`src/rtl/single_port_fifo_ctrl.sv`:
```
// single_port_fifo_ctrl: FIFO sequencer over one single-port 32-bit RAM.
// Push and pop requests share the single RAM port; contested cycles are
// arbitrated round-robin. Pop data is the RAM read data, qualified one
// cycle after the read is issued.
// Optional build macro SPFIFO_STATUS_EN adds almost_full / almost_empty
// (registered from next count) and sticky overflow / underflow flags.
//
// Handshake: a push transfers on a cycle where push_valid && push_ready;
// a pop is accepted (RAM read issued) on a cycle where pop_req && pop_ready,
// and its word appears on pop_data in the next cycle with pop_data_valid.
// push_ready / pop_ready are combinational and may depend on the other
// side's request, so requesters must not wait for ready before asserting.
module single_port_fifo_ctrl #(
  parameter int ADDR_W    = 4,
  parameter int AF_MARGIN = 2,
  parameter int AE_MARGIN = 2
) (
  input  logic              clk,
  input  logic              rst,
  input  logic              push_valid,
  input  logic [31:0]       push_data,
  output logic              push_ready,
  input  logic              pop_req,
  output logic              pop_ready,
  output logic [31:0]       pop_data,
  output logic              pop_data_valid,
  output logic              full,
  output logic              empty,
  output logic [ADDR_W:0]   count,
  output logic              ram_ena,
  output logic              ram_wea,
  output logic [31:0]       ram_din,
  output logic [ADDR_W-1:0] ram_addr,
  input  logic [31:0]       ram_dout,
  input  logic              ram_read_valid
`ifdef SPFIFO_STATUS_EN
  ,
  output logic              almost_full,
  output logic              almost_empty,
  output logic              overflow,
  output logic              underflow
`endif
);

  localparam logic [ADDR_W:0] C_DEPTH = {1'b1, {ADDR_W{1'b0}}};

  // Margins larger than the FIFO make the status thresholds meaningless.
  if (AF_MARGIN < 0 || AF_MARGIN > (1 << ADDR_W) ||
      AE_MARGIN < 0 || AE_MARGIN > (1 << ADDR_W)) begin : g_bad_margin
    $error("single_port_fifo_ctrl: margin out of range");
  end

  logic [ADDR_W-1:0] r_wr_ptr;
  logic [ADDR_W-1:0] r_rd_ptr;
  logic [ADDR_W:0]   r_count;
  logic              r_prio_wr;
  logic              r_rd_pending;
  logic [ADDR_W-1:0] r_last_addr;
  logic [31:0]       r_last_din;

  logic              w_full;
  logic              w_empty;
  logic              w_w_el;
  logic              w_r_el;
  logic              w_contest;
  logic              w_grant_wr;
  logic              w_grant_rd;
  logic [ADDR_W:0]   w_count_next;

  assign w_full  = (r_count == C_DEPTH);
  assign w_empty = (r_count == '0);

  // Eligibility and round-robin grant; reset blocks every grant.
  assign w_w_el     = push_valid & ~w_full;
  assign w_r_el     = pop_req & ~w_empty;
  assign w_contest  = w_w_el & w_r_el;
  assign w_grant_wr = ~rst & w_w_el & (~w_r_el | r_prio_wr);
  assign w_grant_rd = ~rst & w_r_el & (~w_w_el | ~r_prio_wr);

  // Next occupancy: at most one of increment / decrement per cycle.
  always_comb begin
    w_count_next = r_count;
    if (w_grant_wr) begin
      w_count_next = r_count + {{ADDR_W{1'b0}}, 1'b1};
    end else if (w_grant_rd) begin
      w_count_next = r_count - {{ADDR_W{1'b0}}, 1'b1};
    end
  end

  // Pointers, occupancy, arbitration priority and read-pending flag.
  always_ff @(posedge clk) begin
    if (rst) begin
      r_wr_ptr     <= '0;
      r_rd_ptr     <= '0;
      r_count      <= '0;
      r_prio_wr    <= 1'b1;
      r_rd_pending <= 1'b0;
    end else begin
      if (w_grant_wr) r_wr_ptr <= r_wr_ptr + 1'b1;
      if (w_grant_rd) r_rd_ptr <= r_rd_ptr + 1'b1;
      r_count      <= w_count_next;
      if (w_contest) r_prio_wr <= ~r_prio_wr;
      r_rd_pending <= w_grant_rd;
    end
  end

  // Remember the last driven address / data so idle cycles keep them stable.
  always_ff @(posedge clk) begin
    if (rst) begin
      r_last_addr <= '0;
      r_last_din  <= '0;
    end else if (w_grant_wr) begin
      r_last_addr <= r_wr_ptr;
      r_last_din  <= push_data;
    end else if (w_grant_rd) begin
      r_last_addr <= r_rd_ptr;
    end
  end

  assign push_ready     = w_grant_wr;
  assign pop_ready      = w_grant_rd;
  assign ram_ena        = w_grant_wr | w_grant_rd;
  assign ram_wea        = w_grant_wr;
  assign ram_addr       = w_grant_wr ? r_wr_ptr :
                          (w_grant_rd ? r_rd_ptr : r_last_addr);
  assign ram_din        = w_grant_wr ? push_data : r_last_din;
  assign pop_data       = ram_dout;
  // A read issued just before reset must never surface as valid data.
  assign pop_data_valid = r_rd_pending & ram_read_valid & ~rst;
  assign full           = w_full;
  assign empty          = w_empty;
  assign count          = r_count;

`ifdef SPFIFO_STATUS_EN
  localparam logic [ADDR_W:0] C_AF_TH = C_DEPTH - (ADDR_W+1)'(AF_MARGIN);
  localparam logic [ADDR_W:0] C_AE_TH = (ADDR_W+1)'(AE_MARGIN);

  // Status flags: thresholds from next count, sticky misuse flags.
  always_ff @(posedge clk) begin
    if (rst) begin
      almost_full  <= 1'b0;
      almost_empty <= 1'b1;
      overflow     <= 1'b0;
      underflow    <= 1'b0;
    end else begin
      almost_full  <= (w_count_next >= C_AF_TH);
      almost_empty <= (w_count_next <= C_AE_TH);
      if (push_valid & w_full) overflow  <= 1'b1;
      if (pop_req & w_empty)   underflow <= 1'b1;
    end
  end
`endif

endmodule

```
`config.mk`:
```
export PLATFORM = sky130hd
export DESIGN_NAME = single_port_fifo_ctrl
export DESIGN_NICKNAME = d
export VERILOG_FILES = /design/src/rtl/single_port_fifo_ctrl.sv
export SDC_FILE = /design/constraint.sdc
export NUM_CORES = 1
export LEC_CHECK = 0
export CAP_MARGIN = 5
export CORE_UTILIZATION = 40
export CTS_CLUSTER_DIAMETER = 30
export CTS_CLUSTER_SIZE = 25
export DETAILED_ROUTE_END_ITERATION = 10
export DONT_BUFFER_PORTS = 1
export PLACE_DENSITY = 0.66
export REMOVE_ABC_BUFFERS = 1
export SLEW_MARGIN = 20
export SYNTH_ARGS = -nofsm -noshare
export SYNTH_HDL_FRONTEND = slang
export SYNTH_SLANG_ARGS = --single-unit
export TNS_END_PERCENT = 5
```
`constraint.sdc`:
```
create_clock -name clk -period 3.4 [get_ports clk]
set_clock_uncertainty 0.2 [all_clocks]
set_input_delay 0.68 -clock clk [delete_from_list [all_inputs] [get_ports clk]]
set_output_delay 0.68 -clock clk [all_outputs]
set_load 0.01 [all_outputs]
```
==> results.txt <==
The half-perimeter wire length after detailed placement came out at 4.413 mm. The smallest setup slack after layout is 120.7 ps. The number of global-route vias before repair is ~1600.

The leakage power is around 1.2 nW. The upper clock frequency limit came out at 304.9 MHz. The placed instance area is about 2500 µm². Walking the worst path, the cells encountered are or4_1 > mux2i_4 > nand2_2 > buf_4 > mux2_4. The post-synthesis cell area came out at 2633 µm².

The total number of clock tree sinks came out at between 50 and 60. On the critical path the largest part of the delay comes from simple AND/OR/NAND/NOR gates. The repair_antennas step left the layout with diodes totalling 0. The most used flip-flop cell after synthesis is dfxtp_1. The reported max-cap violation count is 0. The number of cells on the worst reg-to-reg path is 10. The synthesis-stage register bit count is 51. The worst-path maximum fanout came out at 18. The overflow left after global routing came out at 0. The latest clock arrival within the worst-skew pair is 290 ps. In the routed design, unresolved DRC markers number 0.

Of all cell types, the one taking the most synthesized area is dfxtp_1. The maximum clock insertion buffer count is 2. The number of antenna violations at the first check in global routing is 0. The warning count from the yosys run is 0. After the last flow step, the layout net total stands at 304.

The cell sitting at the root of the clock tree is a clkbuf_8. The initial core utilization came out at 41.46%. Setup repair after global routing left no endpoint under its margin.

The flow ran to the end, and the final reports show no timing, DRC or antenna violations. The count of buffering cells on the critical path with inverters included is 1. In this run the worst setup path begins at count[0].

The fraction of met2 tracks used by global routing came out at 23.55%. The count of vias placed by the detailed router is around 1600. In this run the mean area of a mapped cell was 10.41 µm². The critical register-to-register path endpoint is count[3]. The TritonCTS buffer count is 5.

The register-to-register setup slack is 430 ps. The fraction of synthesized cell area taken by the top area cell type came out at 38.78%. The die is 83.13 µm tall. TritonCTS built the clock tree.

Yosys attributes the largest share of cell area to dfxtp_1, mux2_4, buf_4, and2_1, nor2_1. The maximum single-stage delay on the critical path is ~670 ps. The total routing usage reported by global routing is between 15 and 20%. The CTS clock-pin slew for the worst setup and hold paths is 90 ps. The final layout contains routed wiring with a total length of 6.071 mm. The number of flops mapped to enable cells by yosys came out at 0. After global routing, the most crowded layer is met2. The worst reg2reg path startpoint is count[0]. The pin count of the biggest net entering global routing came out at 36. The count of pins on the block boundary came out at 149.

The number of slew-limit violations in the final report is 0. The register area share after synthesis is 38.78%. The number of setup buffers added after CTS came out at 0.

The routing usage on met3 is a little over an eighth. In this run the core area contains 29 standard-cell rows. The worst endpoint data arrival time came out at 2400 ps. Once layout is done, the placed cells without fillers occupy 2601 µm².

Among all stages on the critical path, the largest delay is contributed by or4_1. The async set-reset flop share out of synthesis came out at 0%. The count of endpoints failing hold in the final timing report came to 0. The final weighted congestion in routability-driven placement came out at 0.8118. In this run the worst setup path terminates at ram_din[30]. The share of the clock period used by the worst path after layout came out at 96.45%. The first-pass iteration count of the detailed router is 4. The per-cell via count in the routed design is 5.319.

The global-route wire length before repair is around 9 mm. The worst setup path is of the reg -> out kind. The count of H-tree levels built during CTS is 2.

The class of the worst hold path is in -> reg. The relative slew slack came out at 44.87%. The nature of the critical path endpoint is a primary output.

The fill cell total of the finished layout is 634. The count of distinct cell types in the synthesized netlist came out at 34. The power per cell area came out at a little over 600 nW/µm².

The global routing usage on met1 is 20.34%. The clock period minus final worst setup slack came out at about 3300 ps. The number of gates resized after CTS was 0. The cell count after synthesis came out at 253.

The worst setup timing slack at the placement stage is 434.6 ps. The fraction of layout cells with a size suffix above 1 came out at 24.78%. The worst IR drop on VDD is 0.0002193 V. The worst setup path is launched from a register.

After clock tree synthesis, the flow added hold-fix buffers numbering 0. Setup violations remaining at the end of the flow were counted as 0. The required arrival time at the worst endpoint came out at 2520 ps. The transition time at the pin with the least slew margin is 826.9 ps.

The quantity of I/O buffers inserted on ports is 0. The number of design-rule violations left by the first detailed-router iteration is 103. In the final routed layout, each cell accounts on average for 19.78 µm. The relative area change from synthesis to final layout is -1.188%. The core outline area is ~6300 µm².

The number of nets still failing antenna checks after routing came out at 0. The floorplan step defined a die boundary enclosing 6910 µm². The chip width is about 83 µm. The total number of cells along the worst setup path is 5.
through the flow:
stage                     power [mW]  TNS (ps)  util, %  hold WS (ps)  std cells
after floorplan                1.140    -709.4        -         252.3        209
after global placement         1.255         0    39.65         268.5        299
after detailed placement       1.269         0    39.65         282.5        299
after CTS                      1.608         0    40.93         228.3        307
after global routing           1.683         0    40.97         226.6        307
final                          1.588         0    40.97         245.6        307
cell usage after synthesis (3+ instances only):
master / n
mux2_4: 32
ha_1: 5
clkbuf_1: 5
mux2i_1: 4
dfxtp_1: 51
xor2_1: 3
xnor2_1: 6
and3_1: 3
nand2_1: 9
a31oi_1: 4
buf_4: 33
buf_6: 4
a21oi_1: 3
a311oi_1: 4
inv_1: 12
nand3_1: 4
and2_1: 32
nor2_1: 20
placed cells by master, fill, tap and decap left out, drive strengths merged, types with 3 or more instances in the layout:
master / synthesis / layout
a31oi: 4 / 4
mux2: 33 / 33
a21oi: 3 / 3
clkbuf: 5 / 7
nor2: 20 / 20
and3: 3 / 3
and2: 32 / 32
a311oi: 4 / 4
nand3: 4 / 4
xor2: 3 / 3
buf: 39 / 13
nand2: 10 / 10
inv: 12 / 12
mux2i: 5 / 5
ha: 5 / 5
xnor2: 6 / 6
dfxtp: 51 / 51
worst min-delay path by stage:
stage                      to            from  depth (start not counted)
5_1_grt           r_wr_ptr[0]             rst                          1
3_3_place_gp   r_last_addr[3]  r_last_addr[3]                          2
2_1_floorplan     r_rd_ptr[3]     r_rd_ptr[3]                          2
6_report          r_rd_ptr[3]             rst                          1
4_1_cts           r_rd_ptr[3]             rst                          1
3_5_place_dp   r_last_addr[0]  r_last_addr[0]                          2
state kept, by name (all words and copies together), names as in the netlist:
register      cells
r_wr_ptr          4
r_prio_wr         1
r_last_din       32
r_rd_ptr          4
count             5
r_rd_pending      1
r_last_addr       4
where the power goes:
group | switching (mW) | internal (mW) | total [mW] | leakage [nW]
combinational | 0.279 | 0.266 | 0.545 | 0.750
clock | 0.189 | 0.145 | 0.334 | 0.0422
sequential | 0.0406 | 0.668 | 0.709 | 0.417
worst reg2reg max path: stages, from the launching register on:
cell and delay, ps:
dfxtp_1 330, or4_1 670, mux2i_4 260, nand2_2 150
buf_4 330, ha_1 290, a21o_1 180, a21oi_1 180
xnor2_1 140, mux2i_1 90, nor2_1 110
kinds of logic after synthesis:
group	Yosys count	synth area share [%]
fa+ha+maj	6	3.137
compound gates	20	5.655
mux	38	21.06
buf+inv	56	13.93
simple gates	73	14.45
xor+xnor	9	2.994
flops	51	38.78
routing by layer:
| layer | up-vias | wire length [µm] |
|---|---|---|
| met5 | - | 63 |
| met4 | 2 | 56 |
| met3 | 10 | 973 |
| met2 | 112 | 2443 |
| met1 | 754 | 2535 |
| li1 | 755 | - |
layout make-up:
class                      count  area, µm²  area share (%)
tap                           77      96.34           3.704
clock buffer                   7      76.32           2.934
timing repair buffer          13      110.1           4.233
multi-input combinational    146       1247           47.96
inverter                      12      45.04           1.732
sequential                    51       1021           39.25
clock inverter                 1      5.005          0.1924
(Power assumes the default switching activity.)
